[src/rtl/puf_rng_pkg.sv]
// -----------------------------------------------------------------------------
// puf_rng_pkg
// Shared definitions for the PUF random-number path: challenge FSM states,
// the default whitening-LFSR seed and the LFSR feedback tap mask, plus a
// single-step helper for the 16-bit Fibonacci LFSR
// (x^16 + x^14 + x^13 + x^11 + 1, shifting toward bit 0).
// -----------------------------------------------------------------------------
package puf_rng_pkg;

   typedef enum logic {
      FILL = 1'b0,
      HOLD = 1'b1
   } state_e;

   localparam logic [15:0] LFSR_INIT_DEFAULT = 16'hACE1;
   localparam logic [15:0] LFSR_TAP_MASK     = 16'h002D;  // taps at bits 0,2,3,5

   // One LFSR step: feedback enters at the MSB, everything shifts down.
   // The output bit of the step is the pre-step bit 0.
   function automatic logic [15:0] lfsr_step(input logic [15:0] s);
      return {^(s & LFSR_TAP_MASK), s[15:1]};
   endfunction

endpackage

[src/rtl/puf_whiten_lfsr.sv]
// -----------------------------------------------------------------------------
// puf_whiten_lfsr
// 16-bit whitening LFSR that delivers STEP output bits per advance. The STEP
// steps are unrolled combinationally so a whole input group is whitened in
// one cycle.
//
// Ports:
//   clk        system clock, rising edge
//   rst        asynchronous active-high reset (state -> LFSR_INIT)
//   advance    move the LFSR forward by STEP steps this cycle
//   seed_load  load seed (zero seed substitutes LFSR_INIT); wins over advance
//   seed       16-bit seed value
//   bits_o     output bits of this cycle; bits_o[STEP-1] is generated first
//   next_o     LFSR state after STEP steps
// -----------------------------------------------------------------------------
module puf_whiten_lfsr
   import puf_rng_pkg::*;
#(
   parameter int unsigned STEP      = 1,
   parameter logic [15:0] LFSR_INIT = LFSR_INIT_DEFAULT
) (
   input  logic            clk,
   input  logic            rst,
   input  logic            advance,
   input  logic            seed_load,
   input  logic [15:0]     seed,
   output logic [STEP-1:0] bits_o,
   output logic [15:0]     next_o
);

   logic [15:0] lfsr_q;
   logic [15:0] lfsr_d;
   logic [15:0] walk;

   // Walk the register forward STEP times; the oldest input bit (index
   // STEP-1) pairs with the first output bit.
   always_comb begin
      walk   = lfsr_q;
      bits_o = '0;
      for (int i = int'(STEP) - 1; i >= 0; i--) begin
         bits_o[i] = walk[0];
         walk      = lfsr_step(walk);
      end
      next_o = walk;
   end

   // A zero state would lock the LFSR, so a zero seed falls back to LFSR_INIT.
   always_comb begin
      lfsr_d = lfsr_q;
      if (seed_load) begin
         lfsr_d = (seed == 16'h0000) ? LFSR_INIT : seed;
      end else if (advance) begin
         lfsr_d = next_o;
      end
   end

   // NOTE: state registers use non-blocking assignments so every flop samples
   // pre-edge values regardless of process ordering.
   always_ff @(posedge clk or posedge rst) begin
      if (rst) begin
         lfsr_q <= LFSR_INIT;
      end else begin
         lfsr_q <= lfsr_d;
      end
   end

endmodule

[src/rtl/puf_challenge_gen.sv]
// -----------------------------------------------------------------------------
// puf_challenge_gen
// Accumulates STEP bits per enabled cycle into an LE-bit challenge word,
// optionally whitened with a 16-bit LFSR stream, and presents the finished
// word with a valid/ready handshake, frozen until accepted.
//
// Ports:
//   clk         system clock, rising edge
//   rst         asynchronous active-high reset
//   en          accept fsr_in this cycle (ignored while holding)
//   mode        0 = raw, 1 = LFSR-whitened; latched on a challenge's first accept
//   fsr_in      STEP input bits, fsr_in[STEP-1] oldest
//   seed_load   load seed into the whitening LFSR
//   seed        16-bit LFSR seed
//   chal        challenge register (new bits enter at the LSB)
//   chal_valid  challenge complete and stable
//   chal_ready  consumer accepts chal while chal_valid is high
//   busy        a challenge is partially filled
//
// LE must be a multiple of STEP, and STEP one of 1, 2, 4, 8.
// -----------------------------------------------------------------------------
module puf_challenge_gen
   import puf_rng_pkg::*;
#(
   parameter int unsigned LE        = 128,
   parameter int unsigned STEP      = 1,
   parameter logic [15:0] LFSR_INIT = LFSR_INIT_DEFAULT
) (
   input  logic            clk,
   input  logic            rst,
   input  logic            en,
   input  logic            mode,
   input  logic [STEP-1:0] fsr_in,
   input  logic            seed_load,
   input  logic [15:0]     seed,
   output logic [LE-1:0]   chal,
   output logic            chal_valid,
   input  logic            chal_ready,
   output logic            busy
);

   localparam int unsigned      N_GROUPS = LE / STEP;
   localparam int unsigned      CW       = $clog2(N_GROUPS) + 1;
   localparam logic [CW-1:0]    CNT_LAST = CW'(N_GROUPS - 1);

   state_e          state_q, state_d;
   logic [LE-1:0]   chal_q, chal_d;
   logic [CW-1:0]   cnt_q, cnt_d;
   logic            mode_q, mode_d;
   logic            valid_q, valid_d;
   logic            busy_q, busy_d;

   logic            mode_eff;
   logic            advance;
   logic [STEP-1:0] white_bits;
   logic [15:0]     lfsr_next;
   logic [STEP-1:0] d_bits;

   // The first group of a challenge already uses the mode being latched;
   // later groups use the latched copy, so mid-fill mode changes are ignored.
   assign mode_eff = (cnt_q == '0) ? mode : mode_q;
   assign advance  = (state_q == FILL) && en && mode_eff;
   assign d_bits   = mode_eff ? (fsr_in ^ white_bits) : fsr_in;

   puf_whiten_lfsr #(
      .STEP      (STEP),
      .LFSR_INIT (LFSR_INIT)
   ) u_lfsr (
      .clk       (clk),
      .rst       (rst),
      .advance   (advance),
      .seed_load (seed_load),
      .seed      (seed),
      .bits_o    (white_bits),
      .next_o    (lfsr_next)
   );

   always_comb begin
      // NOTE: every signal gets its hold value first, so no branch can leave
      // one unassigned and infer a latch.
      state_d = state_q;
      chal_d  = chal_q;
      cnt_d   = cnt_q;
      mode_d  = mode_q;
      valid_d = valid_q;
      case (state_q)
         FILL: begin
            if (en) begin
               chal_d = {chal_q[LE-STEP-1:0], d_bits};
               mode_d = mode_eff;
               if (cnt_q == CNT_LAST) begin
                  cnt_d   = '0;
                  valid_d = 1'b1;
                  state_d = HOLD;
               end else begin
                  cnt_d = cnt_q + 1'b1;
               end
            end
         end
         HOLD: begin
            // The handshake cycle never samples fsr_in; filling resumes next cycle.
            if (chal_ready) begin
               valid_d = 1'b0;
               state_d = FILL;
            end
         end
         default: state_d = FILL;
      endcase
      busy_d = (cnt_d != '0);
   end

   always_ff @(posedge clk or posedge rst) begin
      if (rst) begin
         state_q <= FILL;
         chal_q  <= '0;
         cnt_q   <= '0;
         mode_q  <= 1'b0;
         valid_q <= 1'b0;
         busy_q  <= 1'b0;
      end else begin
         state_q <= state_d;
         chal_q  <= chal_d;
         cnt_q   <= cnt_d;
         mode_q  <= mode_d;
         valid_q <= valid_d;
         busy_q  <= busy_d;
      end
   end

   assign chal       = chal_q;
   assign chal_valid = valid_q;
   assign busy       = busy_q;

   logic unused_next;
   assign unused_next = ^lfsr_next;

endmodule

[config.mk]
export PLATFORM = sky130hd
export DESIGN_NAME = puf_challenge_gen
export DESIGN_NICKNAME = d
export VERILOG_FILES = /design/src/rtl/puf_rng_pkg.sv /design/src/rtl/puf_whiten_lfsr.sv /design/src/rtl/puf_challenge_gen.sv
export SDC_FILE = /design/constraint.sdc
export NUM_CORES = 1
export LEC_CHECK = 0
export CAP_MARGIN = 20
export CORE_MARGIN = 10
export CORE_UTILIZATION = 49
export DETAILED_ROUTE_END_ITERATION = 10
export HOLD_SLACK_MARGIN = 0.12
export PLACE_DENSITY = 0.79
export SYNTH_ARGS = -nofsm -noshare
export SYNTH_HDL_FRONTEND = slang
export SYNTH_SLANG_ARGS = --single-unit
[constraint.sdc]
create_clock -name clk -period 6.8 [get_ports clk]
set_input_delay 1.36 -clock clk [delete_from_list [all_inputs] [get_ports clk]]
set_output_delay 1.36 -clock clk [all_outputs]
set_load 0.03 [all_outputs]
==> results of run 1 <==
==> metal layers <==
metal / part of all wire / GRT usage / wire length (µm) / vias to the layer above
met4: 0.020 / 0.0697 / 306 / 0
li1: - / - / - / 2460
met3: 0.086 / 0.0678 / 1330 / 21
met1: 0.43 / 0.212 / 6620 / 2486
met2: 0.47 / 0.271 / 7210 / 168
met5: 0 / 0 / 0 / -
==> cell usage in the layout, fill, tap and decap left out, types with 2 or more instances in the layout <==
cell type / Yosys / final
clkdlybuf4s50_1: 0 / 152
nor4_1: 5 / 5
clkinv_2: 0 / 2
nor2_1: 11 / 11
xnor2_1: 5 / 5
bufinv_16: 0 / 4
clkinvlp_4: 0 / 4
dfrtp_1: 148 / 148
clkbuf_1: 29 / 4
a22oi_1: 2 / 2
nand3_1: 3 / 3
ha_1: 2 / 2
o22a_1: 3 / 3
a2bb2oi_1: 2 / 2
clkbuf_16: 0 / 17
dfstp_2: 8 / 8
and3_1: 4 / 4
o21ai_0: 5 / 5
o2bb2ai_1: 6 / 6
nor3_1: 5 / 5
nand4_1: 2 / 2
inv_1: 12 / 11
buf_4: 0 / 4
a31oi_1: 2 / 2
a21o_1: 3 / 3
nand2_1: 395 / 395
xor2_1: 2 / 2
a21oi_1: 13 / 13
o22ai_1: 3 / 3
mux2_2: 4 / 4
==> worst max-delay path, cell delays in order <==
cell             delay (ps)
clkdlybuf4s50_1         480
nand2b_4                570
buf_4                   620
nor3_1                  180
and2_1                  200
o22a_1                  190
or4b_1                  510
==> power groups by stage <==
stage / combinational, mW / sequential (mW) / clock (mW)
floorplan: 0.164 / 1.13 / 0
global placement: 0.338 / 1.08 / 0
detailed placement: 0.349 / 1.09 / 0
CTS: 0.351 / 1.07 / 0.991
global route: 0.380 / 1.08 / 1.03
finish: 0.348 / 1.07 / 0.980
==> stage by stage <==
step | hold WS [ps] | power [mW]
after floorplan | 440 | 1.30
after global placement | 452 | 1.42
after detailed placement | 462 | 1.43
after CTS | 475 | 2.41
after global routing | 496 | 2.49
final | 469 | 2.40
==> logic make-up (layout without fill, tap and decap cells) <==
logic type,count (synthesis),after routing,share of synthesized area
AO/OA/AOI/OAI,42,42,0.0451
XOR/XNOR,7,7,0.00983
adder cells (fa/ha/maj),2,2,0.00401
buffers and inverters,45,200,0.0285
flip-flops,156,156,0.627
multiplexers,5,5,0.00882
AND/OR/NAND/NOR,436,436,0.276
==> area by class of cell <==
cell class	instances	share of cell area
Sequential cell	156	0.460
Multi-Input combinational cell	492	0.254
Timing Repair Buffer	156	0.182
Clock buffer	21	0.0518
Tap cell	172	0.0253
Clock inverter	11	0.0199
Inverter	12	0.00589
==> registers in the layout, summed over array words and instances, names as in the netlist <==
name and flops:
mode_q 1, cnt_q 8, busy 1, chal 128, chal_valid 1, u_lfsr.lfsr_q 16, state_q 1
==> final timing paths <==
path	from	end	slack [ps]	cells after the start
max in group asynchronous	rst	chal[26]	4080	3
min in group asynchronous	rst	chal[54]	1480	2
min	mode_q	mode_q	470	1
min reg2reg	mode_q	mode_q	470	1
max reg2reg	state_q	busy	3800	6
max	en	busy	2880	7
==> results.yml, run 1 <==
timing:
  finalCriticalPeriod_ps: 3920
  tns_ps: 0
  finClkSkew_ps: 7.11
  tightest_slew_ps: 866
  relSlewSlack: 0.423
  setup_ws_ps: 2880
  slew_violations: 0
  setup_viol: 0
  finalHoldViolations: 0
  final.period_utilization: 0.576
  rsz0062_at_grt: "no"
  max_freq_mhz: 255
power_and_ir_drop:
  p_comb_frac: 0.145
  internal-power_mw: 1.75
  seqPwrFrac: 0.447
  p_per_area_nw_per_um2: 282
  clockPowerShare: 0.408
  vdd_ir_drop_max_uv: 169
  netSwitchingFraction: 0.269
  leakagePower_nw: 4.31
  p_sw_mw: 0.646
logic_synthesis:
  synth_cell_types: 42
  yosys_warnings: 0
  synth_edf_count: 0
  synth.most_common_cell: "nand2_1"
  synthCells: 693
  synthArstFlopShare: 1.00
  synthTopCellsByCount: "nand2_1, dfrtp_1, clkbuf_1"
  synth_area_leader_cell: "dfrtp_1"
  ys_seq_area_frac: 0.627
  synth.area.top_cells: "dfrtp_1, nand2_1, dfstp_2"
  synth_area_per_cell_um2: 9.00
  yosysTopAreaCellShare: 0.594
  syn-num-nets: 718
  syn-cell-area_um2: 6240
  ys_ff_latch: 156
  ys.flop_type: "dfrtp_1"
cts:
  cts_tree: "done"
  numCtsBuffers: 17
  clk_latency_ps: 420
  cts_setup_buffers: 0
  hold_buffers: 0
  cts_resized: 0
  cts-root-buf: "clkbuf_16"
  path_clk_slew_ps: 60
  clockBufferDepth: 2
  cts.sinks: 156
  htree_levels: 4
placement:
  post_dp_cell_area_um2: 7890
  port_buffers: 152
  dp_slack_ps: 2490
  post-dp-hpwl_mm: 10.5
  place_congestion: 0.802
  place_inst: 988
worst_setup_path:
  crit_fanout: 73
  cp.arrival_ps: 4210
  cp.required_ps: 7090
  startpoint_type: "input port"
  endpoint_kind: "flop"
  crit_type: "input port to flop"
floorplan:
  rows: 41
  die_y_um: 133
  initial_core_util: 0.496
  die_x_um: 133
  die_area_um2: 17600
  io_pins: 153
  core-area_um2: 12600
final_layout:
  multi_input_area_um2: 2160
  finalCoreUtilization: 0.676
  final_area_um2: 8500
  nets: 860
  fillCellCount: 965
  layout.area.seq_um2: 3910
  drive_gt1_frac: 0.0637
  areaGrowthSynthToFinish_pct: 36.3
  final_cells: 1020
  diodes: 0
route:
  vias: 5135
  drtAntennaViolNets: 0
  drcViolationCount: 0
  wl_per_cell_um: 15.2
  drtIter0Drc: 432
  finalWirelength_mm: 15.5
  drt-vias-per-instance: 5.03
  first_pass_iters: 5
run_status:
  status: "completed"
job:
  cap_violations: 0
global_route:
  grt_max_degree: 99
  grt_pass1_vias: 4950
  track_usage: 0.174
  globalRouteOverflowTotal: 0
  grt_pass1_wl_mm: 25.2
  antenna_found_initial: 0
worst_hold_path:
  min-delay-path-class: "flop to flop"
Power figures use the tool's default switching activity.
==> run 2: changes to the inputs <==
==> constraint.sdc (replaced) <==
create_clock -name clk -period 4 [get_ports clk]
set_input_delay 0.8 -clock clk [delete_from_list [all_inputs] [get_ports clk]]
set_output_delay 0.8 -clock clk [all_outputs]
set_load 0.03 [all_outputs]
==> results.yml, run 2 (synthesized netlist as in run 1, its figures left out) <==
worst_setup_path:
  crit_type: "input port to flop"
  crit_fanout: 64
  critPathMaxStageDelay_ps: 570
  rrSetupSlack_ps: 1520
  crit_path_cell_trace: "clkdlybuf4s50_1, nor2b_4, buf_4, a31oi_1, or4b_1"
  cpMaxStageDelayCell: "clkdlybuf4s50_1"
  endpoint_kind: "flop"
  cp.required_ps: 4280
  startpoint_type: "input port"
  cp.arrival_ps: 2850
route:
  wl_per_cell_um: 15.2
  vias: 5127
  drt-vias-per-instance: 5.01
  drtAntennaViolNets: 0
  drtIter0Drc: 378
  first_pass_iters: 4
  drcViolationCount: 0
  finalWirelength_mm: 15.6
floorplan:
  die_x_um: 133
  initial_core_util: 0.496
  rows: 41
  die_y_um: 133
  core-area_um2: 12600
  io_pins: 153
  die_area_um2: 17600
cts:
  cts_setup_buffers: 0
  path_clk_slew_ps: 60
  cts-root-buf: "clkbuf_16"
  cts_resized: 0
  hold_buffers: 0
  cts.sinks: 156
  htree_levels: 4
  numCtsBuffers: 17
  cts_tree: "done"
  clockBufferDepth: 2
  clk_latency_ps: 420
power_and_ir_drop:
  internal-power_mw: 2.79
  clockPowerShare: 0.374
  p_comb_frac: 0.155
  seqPwrFrac: 0.470
  p_per_area_nw_per_um2: 457
  netSwitchingFraction: 0.280
  leakagePower_nw: 4.31
  p_sw_mw: 1.09
  vdd_ir_drop_max_uv: 263
final_layout:
  fillCellCount: 958
  final_cell_mix: "nand2_1, clkdlybuf4s50_1, dfrtp_1, clkbuf_16, a21oi_1"
  areaGrowthSynthToFinish_pct: 36.0
  final_common_cell: "nand2_1"
  finalCoreUtilization: 0.675
  largest_register_ffs: 128
  drive_gt1_frac: 0.0704
  diodes: 0
  nets: 864
timing:
  rsz0062_at_grt: "no"
  finClkSkew_ps: 4.60
  setup_viol: 0
  tns_ps: 0
  slew_violations: 0
  setup_ws_ps: 1440
  finalCriticalPeriod_ps: 2560
  tightest_slew_ps: 945
  final.period_utilization: 0.641
  finalHoldViolations: 0
  max_freq_mhz: 390
  relSlewSlack: 0.369
global_route:
  globalRouteOverflowTotal: 0
  grt_pass1_vias: 5153
  antenna_found_initial: 0
  grt_pass1_wl_mm: 26.0
  track_usage: 0.178
  grt_max_degree: 71
worst_hold_path:
  min-delay-path-class: "flop to flop"
placement:
  port_buffers: 152
  post-dp-hpwl_mm: 11.1
  dp_slack_ps: 997
  place_congestion: 0.789
run_status:
  status: "completed"
job:
  cap_violations: 0
[run 2: cell types whose count changed in the layout (fill, tap and decap cells not counted)]
cell,previous run,this run
clkbuf_1,4,2
clkinv_4,1,0
buf_12,0,2
clkinv_2,2,5
bufinv_16,4,0
clkbuf_8,0,3
buf_4,4,6
inv_6,1,2
[run 2: cell type report]
| class | instances | area [µm²] | area share |
|---|---|---|---|
| clock inverter | 10 | 65.1 | 0.00767 |
| sequential | 156 | 3910 | 0.461 |
| timing repair buffer | 160 | 1610 | 0.189 |
| multi-input combinational | 492 | 2160 | 0.255 |
| inverter | 12 | 48.8 | 0.00575 |
| tap | 172 | 215 | 0.0254 |
| clock buffer | 22 | 474 | 0.0559 |
[run 2: path summary, 6_finish.rpt]
kind	to	depth (start not counted)	from
max in group asynchronous	chal[116]	3	rst
min	mode_q	1	mode_q
max	busy	5	en
max reg2reg	u_lfsr.lfsr_q[12]	7	cnt_q[0]
min in group asynchronous	chal[49]	2	rst
min reg2reg	mode_q	1	mode_q
[run 2: power groups by stage]
stage               clock [mW]  sequential (mW)  combinational (mW)
floorplan                    0             1.93               0.279
global placement             0             1.84               0.585
detailed placement           0             1.85               0.607
CTS                       1.48             1.82               0.609
global route              1.55             1.84               0.658
finish                    1.45             1.82               0.602
[run 2: routing by layer]
layer,GRT usage,part of all wire
met5,0,0
met4,0.0648,0.0089
met3,0.0761,0.085
met2,0.287,0.50
met1,0.208,0.41
[run 2: worst max-delay path: cells and delay by family]
kind,cells,cell delay [ps]
simple gates,2,760
compound gates,1,190
buf+inv,2,1100
[run 2: stage by stage]
stage | hold slack, ps | power, mW | cells | instance area (µm²)
finish | 473 | 3.87 | 1024 | 8490
global route | 497 | 4.05 | 1024 | 8490
CTS | 474 | 3.91 | 1024 | 8490
detailed placement | 461 | 2.45 | 992 | 7950
global placement | 450 | 2.42 | 992 | 7950
floorplan | 440 | 2.21 | 693 | 6240
==> run 3: changes to the inputs <==
==> constraint.sdc (replaced) <==
create_clock -name clk -period 2.6 [get_ports clk]
set_input_delay 0.52 -clock clk [delete_from_list [all_inputs] [get_ports clk]]
set_output_delay 0.52 -clock clk [all_outputs]
set_load 0.03 [all_outputs]
==> results.yml, run 3 (synthesized netlist as in run 1, its figures left out) <==
run_status:
  status: "completed"
floorplan:
  core-area_um2: 12600
  die_x_um: 133
  rows: 41
  die_area_um2: 17600
  initial_core_util: 0.496
  die_y_um: 133
  io_pins: 153
timing:
  finalHoldViolations: 0
  slew_violations: 0
  setup_ws_ps: 171
  finClkSkew_ps: 5.39
  tightest_slew_ps: 724
  max_freq_mhz: 412
  tns_ps: 0
  hold_ws_ps: 484
  setup_viol: 0
  relSlewSlack: 0.516
  finalCriticalPeriod_ps: 2430
  final.period_utilization: 0.934
  rsz0062_at_grt: "no"
global_route:
  grt_max_degree: 124
  track_usage: 0.179
  globalRouteOverflowTotal: 0
  antenna_found_initial: 0
  grt_pass1_wl_mm: 26.1
  grt_pass1_vias: 5135
route:
  finalWirelength_mm: 15.6
  drt-vias-per-instance: 5.00
  drcViolationCount: 0
  wl_met2_mm: 7.50
  met3_length_mm: 1.33
  drtAntennaViolNets: 0
  highest_layer: "met4"
  m1WireLength_mm: 6.58
  wl_per_cell_um: 15.2
  vias: 5118
  drtIter0Drc: 452
  first_pass_iters: 5
cts:
  hold_buffers: 0
  numCtsBuffers: 17
  clockBufferDepth: 2
  htree_levels: 4
  cts-root-buf: "clkbuf_16"
  cts_setup_buffers: 0
  cts.sinks: 156
  clk_latency_ps: 420
  cts_resized: 0
  path_clk_slew_ps: 60
  cts_tree: "done"
worst_hold_path:
  hp-start: "mode_q"
  min-delay-path-class: "flop to flop"
  hold_end: "mode_q"
  hold_depth: 1
power_and_ir_drop:
  vdd_ir_drop_max_uv: 352
  leakagePower_nw: 4.35
  p_comb_frac: 0.147
  p_per_area_nw_per_um2: 743
  seqPwrFrac: 0.440
  internal-power_mw: 4.70
  netSwitchingFraction: 0.262
  power.total_mw: 6.36
  clockPowerShare: 0.413
  p_sw_mw: 1.67
worst_setup_path:
  rrSetupSlack_ps: 170
  crit_fanout: 15
  reg2reg_depth: 8
  crit_start: "cnt_q[0]"
  startpoint_type: "flop"
  cp.arrival_ps: 2690
  endpoint_kind: "flop"
  crit_type: "flop to flop"
  r2r_start: "cnt_q[0]"
  r2r-end: "u_lfsr.lfsr_q[4]"
  cp.required_ps: 2860
final_layout:
  finalCoreUtilization: 0.681
  drive_gt1_frac: 0.0670
  multi_input_area_um2: 2160
  layout.area.seq_um2: 3910
  final_common_cell: "nand2_1"
  fillCellCount: 954
  largest_register_ffs: 128
  final_cell_mix: "nand2_1, clkdlybuf4s50_1, dfrtp_1, clkbuf_16, a21oi_1"
  nets: 864
  areaGrowthSynthToFinish_pct: 37.2
  diodes: 0
  final_area_um2: 8560
  final_cells: 1023
placement:
  post_dp_cell_area_um2: 7930
  dp_slack_ps: -80.2
  place_congestion: 0.859
  place_inst: 992
  post-dp-hpwl_mm: 10.7
  port_buffers: 152
job:
  cap_violations: 0
[run 3: cell count changes in the layout (fill, tap and decap cells not counted), sizes merged]
cell and change:
bufinv +4, clkinv -4, clkbuf +3, clkinvlp -2, inv -2
[run 3: final cells by class]
type | count | area share
clock inverters | 6 | 0.0155
clock buffers | 25 | 0.0579
multi-input cells | 492 | 0.253
flip-flops and latches | 156 | 0.457
inverters | 12 | 0.00570
well taps | 172 | 0.0251
repair buffers | 160 | 0.186
[run 3: worst max path at each step]
stage                                   to  slack [ps]
after floorplan                       busy         110
after detailed placement              busy         -80
after global placement                busy         120
final                     u_lfsr.lfsr_q[4]         170
after CTS                 u_lfsr.lfsr_q[4]         190
after global routing      u_lfsr.lfsr_q[4]          20
[run 3: power groups by stage]
stage          combinational [mW]  clock (mW)  sequential [mW]
2_1_floorplan               0.430           0             2.97
3_3_place_gp                0.902           0             2.82
3_5_place_dp                0.932           0             2.84
4_1_cts                     0.940        2.66             2.80
5_1_grt                      1.02        2.77             2.83
6_report                    0.933        2.63             2.80
[run 3: critical path: stages, from the launching register on]
cell and delay, ps:
dfrtp_1 430, inv_1 90, ha_1 130, nor4b_1 340, a21bo_2 220, a21oi_2 90
buf_4 200, nor2_1 570, a22oi_1 200
[run 3: metal layers]
metal,vias up,GRT usage
met5,-,0
met4,0,0.0587
met3,17,0.0757
met2,167,0.281
met1,2462,0.218
li1,2472,-
